**src/rtl/main_memory_arbiter.sv**
```systemverilog
`default_nettype none
// ============================================================================
// Module   : main_memory_arbiter
// Brief    : Round-robin arbiter placing two cache requesters in front of the
//            single-ported main memory, one transaction in flight at a time.
// Revision : 1.0
// ============================================================================
module main_memory_arbiter #(
    parameter int ADDR_LEN  = 16,
    parameter int MEMORY_DW = 256,
    parameter int MEMORY_MW = 32
) (
    input  logic                 clk,
    input  logic                 rst_n,

    input  logic                 req0_cmd_valid,
    output logic                 req0_cmd_ready,
    input  logic                 req0_cmd_read,
    input  logic [ADDR_LEN-1:0]  req0_cmd_addr,
    input  logic [MEMORY_DW-1:0] req0_cmd_wdata,
    input  logic [MEMORY_MW-1:0] req0_cmd_wmask,
    output logic                 req0_rsp_valid,
    input  logic                 req0_rsp_ready,
    output logic [MEMORY_DW-1:0] req0_rsp_rdata,

    input  logic                 req1_cmd_valid,
    output logic                 req1_cmd_ready,
    input  logic                 req1_cmd_read,
    input  logic [ADDR_LEN-1:0]  req1_cmd_addr,
    input  logic [MEMORY_DW-1:0] req1_cmd_wdata,
    input  logic [MEMORY_MW-1:0] req1_cmd_wmask,
    output logic                 req1_rsp_valid,
    input  logic                 req1_rsp_ready,
    output logic [MEMORY_DW-1:0] req1_rsp_rdata,

    output logic                 mem_cs,
    output logic                 mem_cmd_valid,
    input  logic                 mem_cmd_ready,
    output logic                 mem_cmd_read,
    output logic [ADDR_LEN-1:0]  mem_cmd_addr,
    output logic [MEMORY_DW-1:0] mem_cmd_wdata,
    output logic [MEMORY_MW-1:0] mem_cmd_wmask,
    input  logic                 mem_rsp_valid,
    output logic                 mem_rsp_ready,
    input  logic [MEMORY_DW-1:0] mem_rsp_rdata,

    output logic                 arb_busy,
    output logic                 arb_owner
);

    typedef enum logic [1:0] {
        ST_IDLE = 2'd0,
        ST_CMD  = 2'd1,
        ST_RSP  = 2'd2
    } state_t;

    state_t               state_q, state_d;
    logic                 rr_last_q, rr_last_d;
    logic                 owner_q, owner_d;
    logic                 read_q, read_d;
    logic [ADDR_LEN-1:0]  addr_q, addr_d;
    logic [MEMORY_DW-1:0] wdata_q, wdata_d;
    logic [MEMORY_MW-1:0] wmask_q, wmask_d;

    logic                 w_any_valid;
    logic                 w_winner;
    logic                 w_owner_rsp_ready;

    // On contention the port that did not win last time goes first.
    always_comb begin
        w_any_valid = req0_cmd_valid | req1_cmd_valid;
        if (req0_cmd_valid && req1_cmd_valid) begin
            w_winner = ~rr_last_q;
        end else begin
            w_winner = req1_cmd_valid;
        end
        w_owner_rsp_ready = owner_q ? req1_rsp_ready : req0_rsp_ready;
    end

    always_comb begin
        state_d   = state_q;
        rr_last_d = rr_last_q;
        owner_d   = owner_q;
        read_d    = read_q;
        addr_d    = addr_q;
        wdata_d   = wdata_q;
        wmask_d   = wmask_q;
        case (state_q)
            ST_IDLE: begin
                // The winner always sees ready, so any valid is a handshake.
                if (w_any_valid) begin
                    state_d   = ST_CMD;
                    owner_d   = w_winner;
                    rr_last_d = w_winner;
                    read_d    = w_winner ? req1_cmd_read  : req0_cmd_read;
                    addr_d    = w_winner ? req1_cmd_addr  : req0_cmd_addr;
                    wdata_d   = w_winner ? req1_cmd_wdata : req0_cmd_wdata;
                    wmask_d   = w_winner ? req1_cmd_wmask : req0_cmd_wmask;
                end
            end
            ST_CMD: begin
                if (mem_cmd_ready) begin
                    state_d = read_q ? ST_RSP : ST_IDLE;
                end
            end
            ST_RSP: begin
                if (mem_rsp_valid && w_owner_rsp_ready) begin
                    state_d = ST_IDLE;
                end
            end
            default: begin
                state_d = ST_IDLE;
            end
        endcase
    end

    always_ff @(posedge clk) begin
        if (!rst_n) begin
            state_q   <= ST_IDLE;
            rr_last_q <= 1'b1;
            owner_q   <= 1'b0;
            read_q    <= 1'b0;
            addr_q    <= '0;
            wdata_q   <= '0;
            wmask_q   <= '0;
        end else begin
            state_q   <= state_d;
            rr_last_q <= rr_last_d;
            owner_q   <= owner_d;
            read_q    <= read_d;
            addr_q    <= addr_d;
            wdata_q   <= wdata_d;
            wmask_q   <= wmask_d;
        end
    end

    // Outputs are forced low while reset is held so nothing handshakes.
    always_comb begin
        req0_cmd_ready = 1'b0;
        req1_cmd_ready = 1'b0;
        req0_rsp_valid = 1'b0;
        req1_rsp_valid = 1'b0;
        req0_rsp_rdata = '0;
        req1_rsp_rdata = '0;
        mem_cs         = 1'b0;
        mem_cmd_valid  = 1'b0;
        mem_cmd_read   = 1'b0;
        mem_cmd_addr   = '0;
        mem_cmd_wdata  = '0;
        mem_cmd_wmask  = '0;
        mem_rsp_ready  = 1'b0;
        arb_busy       = 1'b0;
        arb_owner      = 1'b0;
        if (rst_n) begin
            arb_busy  = (state_q != ST_IDLE);
            arb_owner = owner_q;
            case (state_q)
                ST_IDLE: begin
                    req0_cmd_ready = w_any_valid & ~w_winner;
                    req1_cmd_ready = w_any_valid &  w_winner;
                end
                ST_CMD: begin
                    mem_cs        = 1'b1;
                    mem_cmd_valid = 1'b1;
                    mem_cmd_read  = read_q;
                    mem_cmd_addr  = addr_q;
                    mem_cmd_wdata = wdata_q;
                    mem_cmd_wmask = wmask_q;
                end
                ST_RSP: begin
                    mem_rsp_ready = w_owner_rsp_ready;
                    if (owner_q) begin
                        req1_rsp_valid = mem_rsp_valid;
                        req1_rsp_rdata = mem_rsp_rdata;
                    end else begin
                        req0_rsp_valid = mem_rsp_valid;
                        req0_rsp_rdata = mem_rsp_rdata;
                    end
                end
                default: begin
                end
            endcase
        end
    end

endmodule
`default_nettype wire

```
**config.mk**
```make
export PLATFORM = sky130hd
export DESIGN_NAME = main_memory_arbiter
export DESIGN_NICKNAME = d
export VERILOG_FILES = /design/src/rtl/main_memory_arbiter.sv
export SDC_FILE = /design/constraint.sdc
export NUM_CORES = 1
export LEC_CHECK = 0
export CORE_AREA = 2 2 666 668
export CTS_BUF_LIST = sky130_fd_sc_hd__clkbuf_4
export CTS_CLUSTER_SIZE = 20
export DETAILED_ROUTE_END_ITERATION = 10
export DIE_AREA = 0 0 668 670
export PLACE_DENSITY = 0.3
export SLEW_MARGIN = 5
export SYNTH_ARGS = -nofsm -noshare
export SYNTH_HDL_FRONTEND = slang
export SYNTH_SLANG_ARGS = --single-unit
```
**constraint.sdc**
```tcl
create_clock -name clk -period 4.45 [get_ports clk]
set_input_delay 0.89 -clock clk [delete_from_list [all_inputs] [get_ports clk]]
set_output_delay 0.89 -clock clk [all_outputs]
set_load 0.05 [all_outputs]
```
Word level (Yosys, flattened, before mapping). Index checks and enable logic that the tools add are counted.

Div/mod/pow operators: 0. $mul: 0. Mux-type cells: 41. Order comparisons: 0. Equal/unequal tests: 5. Reduce and logical (&&, ||, !) cells: 6. Add/sub/neg operators: 0. Shift-type cells: 0. Bitwise logic cells: 5.

Operators by type and width (count): two-way mux 256 bit (9); two-way mux 32 bit (3); two-way mux 16 bit (3); two-way mux 1 bit (21); two-way mux 2 bit (4); inequality test 2 bit (second input constant) (3); one-hot mux 2 bit (3 select lines) (1); AND reduction 3 bit (1); bitwise AND 1 bit (2); equality test 2 x 1 -> 1 bit (second input constant) (1); equality test 2 bit (second input constant) (1); logical AND 1 bit (2); logical NOT 2 bit (1); inverter 1 bit (2); AND reduction 2 bit (1); nonzero test 2 bit (1); bitwise OR 1 bit (1).

Memories: 0. Register bits: 309. Memory bits (writable): 0. Output and inout bits: 826. Input bits: 874. Bits in read-only memories: 0. Logic and storage cells: 64. Bits in latches: 0.

Logic depth before layout (Yosys ltp). Gate-level depths: netlist (run 1).

Depth in word-level cells: 6. Gate-level depth with buffers: 6. Gate-level depth less buffers: 3.

Worst setup path before layout (run 1). Ideal clock, no wire load.

Path kind: input to output. Start point: input port req1_cmd_valid. End point: output port req0_cmd_ready. Path slack: 0.692 ns. Arrival: 2.868 ns. Buffers on the path: 2. Stages: 4. Required time: 3.560 ns. Path through: a21boi_1 -> buf_4 -> clkbuf_1 -> nor4_1.

Longest elaborated chain between the ends: 6. Elaborated cells between the ends (all ways): 7. Classes of those cells: mux: 3; bitwise: 3; reduce/logical: 1.

RTL lines: start: declaration (RTL line 26) `input logic req1_cmd_valid,`; logical AND 1 bit (RTL line 72) `if (req0_cmd_valid && req1_cmd_valid) begin`; two-way mux 1 bit (RTL line 72); inverter 1 bit (RTL line 159) `req0_cmd_ready = w_any_valid & ~w_winner;`; bitwise AND 1 bit * (RTL line 159); two-way mux 1 bit * (RTL line 157) `case (state_q)`; two-way mux 1 bit * (RTL line 154) `if (rst_n) begin`; end: declaration (RTL line 17) `output logic req0_cmd_ready,`.

Every way passes the cells marked *; elsewhere a longest branch is shown, timed or not.

Worst setup path in the final report (run 1).
Start point: register state_q[0]. End point: output port req0_rsp_rdata[8].

Longest elaborated chain between the ends: 3.

RTL lines: start: declaration (RTL line 57) `state_t state_q, state_d;`; start signal: assignment (RTL line 127) `state_q <= state_d;`; equality test 2 bit (RTL line 157); two-way mux 256 bit (RTL line 157); two-way mux 256 bit (RTL line 154); end: declaration (RTL line 24) `output logic [MEMORY_DW-1:0] req0_rsp_rdata,`.

Every way passes these cells.

==> impl_metrics.yaml, run 1 <==
clock_tree:
  clock_path_buffers: 4
  clkTransAtPathRegs_ns: 0.07
  clkSinkCount: 309
  cts_tree: "done"
  post_cts_resized: 0
  numCtsBuffers: 118
  post_cts.repair.setup_buffers: 0
  root_buffer: "clkbuf_4"
  htreeDepth: 3
  clkLatencyLatePin_ns: 1.34
grt:
  grtUsageTotal: 0.143
  antenna_found_initial: 338
  grt_start_max_net_pins: 145
  grt_pass1_vias: 29031
  grt_overflow: 0
  grt_pass1_wl_um: 400000
critical_path:
  path_class: "reg -> out"
  start_kind: "flop"
  reg2reg_depth: 6
  r2r_start: "state_q[1]"
  r2r_end: "wdata_q[21]"
  crit_path_max_fanout: 27
  cp_data_arrival_time_ns: 3.27
  cp.required_ns: 3.56
  r2r_slack_ns: 1.17
  critPathCaptureType: "primary output"
place:
  dpl_cell_area_sq_um: 50800
  place_hpwl_um: 290000
  place.port_buffers: 1699
  place_congestion: 0.911
  placed_cells_incl_taps: 10086
  dp_worst_setup_slack_ns: 0.102
timing:
  finClkSkew_ns: 0.187
  period_share: 0.936
  finalMaxSlewViolations: 0
  relSlewSlack: 0.143
  fmax_ghz: 0.240
  hold-worst-slack_ns: 0.260
  fin_crit_ns: 4.16
  setup_viol: 0
  hold_viol_final: 0
  setup_slack_ns: 0.287
  tightestPinTransition_ns: 1.28
yosys:
  syn-num-nets: 3549
  synth_seq_area_share: 0.319
  synth_top_family_by_area: "simple AND/OR/NAND/NOR gates"
  yosys-top-cells-area: "dfxtp_1 32%, and2_1 26%, a311oi_1 13%"
  synth_top_area_cell: "dfxtp_1"
  synth_cell_types: 31
  yosys.area_share.simple: 0.388
  netlist_area_sq_um: 19400
  synth-seq-cells: 309
  ys.flop_type: "dfxtp_1"
  muxShareOfSynthArea: 0.000516
  async_flop_share: 0
  netlist.area_leader.share: 0.319
  synth_edf_count: 0
  synth_warnings: 0
  synth_compound_area_frac: 0.223
  netlist_instances: 2675
  synthXorXnorAreaFrac: 0
  synth_area_per_cell_sq_um: 7.25
  synth_fa_ha_area_frac: 0
hold_path:
  hold_path_startpoint: "req0_cmd_wdata[250]"
  hp-class: "in -> reg"
  hold_end: "wdata_q[250]"
  hold_depth: 3
finish:
  nets: 5307
  nFillCells: 50615
  final_area_sq_um: 53900
  utilization: 0.122
  drive_above_1_share: 0.249
  area_delta_synth_final_pct: 178
  final_cells: 10547
routing:
  vias_per_cell: 2.84
  post-route-drc-count: 0
  ant_nets: 0
  wl_per_cell_um: 31.6
  drt_iter0_drc: 1623
  routed-wl-met3_um: 28500
  wl_um: 334000
  first_pass_iters: 5
  top_layer: "met5"
  drt-met1-wl_um: 111000
  vias: 29919
  wl_met2_um: 182000
floorplan:
  dieArea_sq_um: 448000
  rows: 244
  io_pins: 1700
  core_area_sq_um: 440000
  die_y_um: 670
  fp.dieW_um: 668
  initial_core_util: 0.0441
power:
  power.leakage_nw: 19.2
  ir_drop_v: 0.000194
  powerDensity_nw_per_um2: 201
job:
  max-cap-violations: 0
outcome:
  status: "finished, final reports clean"
## how the worst max path moves through the flow
stage,start,slack (ns),cells after the start,end
finish,state_q[0],0.29,7,req0_rsp_rdata[8]
global route,state_q[0],-0.002,7,req0_rsp_rdata[56]
CTS,state_q[0],0.08,6,req0_rsp_rdata[3]
detailed placement,rst_n,0.10,8,mem_cmd_wdata[179]
global placement,rst_n,0.11,8,mem_cmd_wdata[179]
floorplan,req1_cmd_valid,0.69,4,req0_cmd_ready
## layout make-up
type	count	area (sq um)	area share
tap	5904	7390	0.137
inverter	2	15.0	0.000279
clock buffer	174	1310	0.0242
timing repair buffer	1932	26600	0.494
sequential	309	6190	0.115
antenna	140	350	0.00650
multi-input combinational	2070	11900	0.221
clock inverter	16	100	0.00186
## kinds of logic (layout without fill, tap and decap cells)
kind of cell,count (synthesis),count (layout)
buffers and inverters,296,2124
AND/OR/NAND/NOR,1449,1449
other,0,140
flip-flops,309,309
multiplexers,1,1
AO/OA/AOI/OAI,620,620
## sequential cells by signal, summed over array words and instances (netlist names)
name,count
rr_last_q,1
addr_q,16
state_q,2
wdata_q,256
owner_q,1
read_q,1
wmask_q,32
## layer usage
| metal | global-route usage | up-vias |
|---|---|---|
| li1 | - | 12813 |
| met1 | 0.138 | 14521 |
| met2 | 0.279 | 1836 |
| met3 | 0.0508 | 631 |
| met4 | 0.0425 | 118 |
| met5 | 0 | - |
## cells in the mapped netlist, types with 2 or more instances
| library cell | count |
|---|---|
| a21oi_1 | 308 |
| dfxtp_1 | 309 |
| nor2_1 | 7 |
| nand3b_1 | 2 |
| buf_6 | 2 |
| clkbuf_1 | 123 |
| a311oi_1 | 295 |
| buf_2 | 148 |
| o21ai_0 | 3 |
| and2_1 | 819 |
| buf_4 | 12 |
| buf_1 | 8 |
| nand2_1 | 611 |
| a311oi_2 | 10 |
| and3_1 | 2 |
## critical path: stages, from the launching register on
cell and delay, ns:
dfxtp_1 0.37, nand3b_1 0.27, nor2_4 0.25, buf_4 0.22
buf_4 0.31, buf_4 0.28, and2_1 0.22, buf_12 0.15
## what timing repair did
action                                 in CTS  in global routing
setup endpoints to repair                   1                  0
hold buffers                              132                  0
endpoints found under the hold margin      91                  0
## placed cells by master (no fill, tap or decap), types with 2 or more instances in the layout
| master | netlist | layout |
|---|---|---|
| nor2_1 | 7 | 5 |
| o21ai_0 | 3 | 3 |
| nor2_4 | 1 | 4 |
| clkinvlp_4 | 0 | 3 |
| clkdlybuf4s50_1 | 0 | 878 |
| buf_4 | 12 | 154 |
| and2_1 | 819 | 819 |
| dlygate4sd3_1 | 0 | 132 |
| nand3b_1 | 2 | 2 |
| a21oi_1 | 308 | 308 |
| clkinv_1 | 0 | 10 |
| nand2_1 | 611 | 611 |
| clkinv_2 | 0 | 2 |
| buf_12 | 0 | 768 |
| dfxtp_1 | 309 | 309 |
| a311oi_1 | 295 | 295 |
| clkbuf_4 | 0 | 174 |
| diode_2 | 0 | 140 |
| a311oi_2 | 10 | 10 |
## stage by stage
stage | power [mW] | TNS [ns]
floorplan | 4.72 | 0
global placement | 7.25 | 0
detailed placement | 7.26 | 0
CTS | 11.3 | 0
global route | 11.5 | -0.00216
finish | 10.8 | 0
## power by group
group / switching [mW] / internal [mW] / total (mW)
clock network: 1.79 / 1.80 / 3.59
registers: 0.192 / 3.10 / 3.29
logic: 2.27 / 1.69 / 3.96
No activity file was read; power rests on OpenSTA's default activity.
==> run 2: changes to the inputs <==
--- a/config.mk
+++ b/config.mk
@@ -5,12 +5,14 @@
 export SDC_FILE = /design/constraint.sdc
 export NUM_CORES = 1
 export LEC_CHECK = 0
+export CAP_MARGIN = 15
 export CORE_AREA = 2 2 666 668
 export CTS_BUF_LIST = sky130_fd_sc_hd__clkbuf_4
 export CTS_CLUSTER_SIZE = 20
 export DETAILED_ROUTE_END_ITERATION = 10
 export DIE_AREA = 0 0 668 670
 export PLACE_DENSITY = 0.3
+export SKIP_LAST_GASP = 1
 export SLEW_MARGIN = 5
 export SYNTH_ARGS = -nofsm -noshare
 export SYNTH_HDL_FRONTEND = slang
==> results of run 2 <==
Same layout as run 1: the final DEF is identical, and so are final timing and power.
==> run 3: changes to the inputs <==
--- a/config.mk
+++ b/config.mk
@@ -12,6 +12,7 @@
 export DETAILED_ROUTE_END_ITERATION = 10
 export DIE_AREA = 0 0 668 670
 export PLACE_DENSITY = 0.3
+export SETUP_SLACK_MARGIN = 0.02
 export SKIP_LAST_GASP = 1
 export SLEW_MARGIN = 5
 export SYNTH_ARGS = -nofsm -noshare
==> run 3 against run 2 <==
Compared with the run above:
- via count up 0.20%
- critical endpoint is now req0_cmd_ready
- cell count barely moved
- highest routed layer unchanged
- clock skew down 0.0036 ns
- combinational power about the same
==> impl_metrics.yaml, run 3 (synthesized netlist as in run 1, its figures left out) <==
outcome:
  status: "finished, final reports clean"
finish:
  nets: 5307
  mostFrequentLayoutCells: "878 x clkdlybuf4s50_1, 819 x and2_1, 768 x buf_12"
  area_delta_synth_final_pct: 178
  largest_reg_flops: 256
  final_common_cell: "clkdlybuf4s50_1"
  regArea_sq_um: 6190
  reg_top3: "wdata_q x256, wmask_q x32, addr_q x16"
  multi_input_area_sq_um: 11900
  final_area_sq_um: 53900
  drive_above_1_share: 0.249
  nFillCells: 50621
  regMostFlops: "wdata_q"
  utilization: 0.122
  final_cells: 10543
timing:
  finalMaxSlewViolations: 0
  relSlewSlack: 0.165
  tns_ns: 0
  finClkSkew_ns: 0.183
  setup_viol: 0
  hold_viol_final: 0
  period_share: 0.932
  rsz0062_at_grt: "no"
  fmax_ghz: 0.241
  tightestPinTransition_ns: 1.25
  fin_crit_ns: 4.15
job:
  max-cap-violations: 0
clock_tree:
  clkLatencyLatePin_ns: 1.34
  numCtsBuffers: 118
  cts_tree: "done"
  clkSinkCount: 309
  root_buffer: "clkbuf_4"
  htreeDepth: 3
  clock_path_buffers: 4
  clkTransAtPathRegs_ns: 0.07
floorplan:
  die_y_um: 670
  core_area_sq_um: 440000
  initial_core_util: 0.0441
  rows: 244
  io_pins: 1700
  dieArea_sq_um: 448000
  fp.dieW_um: 668
critical_path:
  worst-path-buf-inv: 1
  critPathCaptureType: "primary output"
  worst_path_max_delay_cell: "clkdlybuf4s50_1"
  crit_path_max_fanout: 6
  cp_slowest_stage_delay_ns: 0.90
  cp.required_ns: 3.56
  start_kind: "flop"
  crit_family: "buffers and inverters"
  path_class: "reg -> out"
  path_cells: "or2_1, nor4_1, clkdlybuf4s50_1"
  cp_data_arrival_time_ns: 3.26
grt:
  grt_start_max_net_pins: 145
  grtUsageTotal: 0.143
  antenna_found_initial: 338
  grt_overflow: 0
  grt_pass1_wl_um: 400000
  grt_pass1_vias: 29031
power:
  power.leakage_nw: 19.2
  fin_total_pwr_mw: 10.9
  powerDensity_nw_per_um2: 201
  ir_drop_v: 0.000194
place:
  place_hpwl_um: 290000
  placed_cells_incl_taps: 10086
  place.port_buffers: 1699
  dpl_cell_area_sq_um: 50800
  place_congestion: 0.911
routing:
  wl_um: 334000
  wl_per_cell_um: 31.7
  drt_iter0_drc: 1693
  first_pass_iters: 5
  post-route-drc-count: 0
  vias_per_cell: 2.84
  ant_nets: 0
  vias: 29978
hold_path:
  hp-class: "in -> reg"
-- run 3: changes by cell type in the layout (fill, tap and decap cells not counted) --
cell,previous run,this run
buf_6,0,1
diode_2,140,136
buf_4,154,153
-- run 3: stage by stage --
step | hold WS (ns) | worst slack [ns]
5_1_grt | 0.0817 | 0.0725
2_1_floorplan | 0.465 | 0.692
3_3_place_gp | 0.504 | 0.111
6_report | 0.258 | 0.304
4_1_cts | 0.000846 | 0.0814
3_5_place_dp | 0.512 | 0.102
-- run 3: worst paths after layout --
kind                            start             end  slack [ns]  cells after the start
setup / recovery           state_q[1]  req0_cmd_ready        0.30                      3
setup reg to reg           state_q[1]     wdata_q[21]        1.17                      6
hold / removal    req0_cmd_wdata[250]    wdata_q[250]        0.26                      3
hold reg to reg          wdata_q[177]    wdata_q[177]        0.51                      2
-- run 3: timing repair --
item / in CTS / in global routing
buffers inserted: 0 / 0
resized for setup: 0 / 1
endpoints found under the setup margin: 1 / 2
pin swaps: 0 / 0
hold endpoints to repair: 91 / 0
hold buffers: 132 / 0
-- run 3: power by group --
group          internal, mW  leakage, nW  switching (mW)
Combinational          1.69         15.8            2.28
Sequential             3.10         2.57           0.192
Clock                  1.80        0.839            1.80
Total                  6.59         19.2            4.26
-- run 3: tightest hold or removal path, stage by stage --
cell and delay [ns]:
clkdlybuf4s50_1 0.39, nand2_1 0.05, a311oi_1 0.07
-- run 3: layout make-up --
cell class                      instances  share of cell area
Timing Repair Buffer                 1932               0.494
Sequential cell                       309               0.115
Clock buffer                          174              0.0242
Multi-Input combinational cell       2070               0.221
Clock inverter                         16             0.00186
Antenna cell                          136             0.00632
Inverter                                2            0.000279
Tap cell                             5904               0.137
-- run 3: layer usage --
layer  wire length, um  track usage  vias up
li1                  -            -    12808
met1            111000        0.138    14611
met2            182000        0.279     1812
met3             28400       0.0508      629
met4             11500       0.0425      118
met5               823            0        -
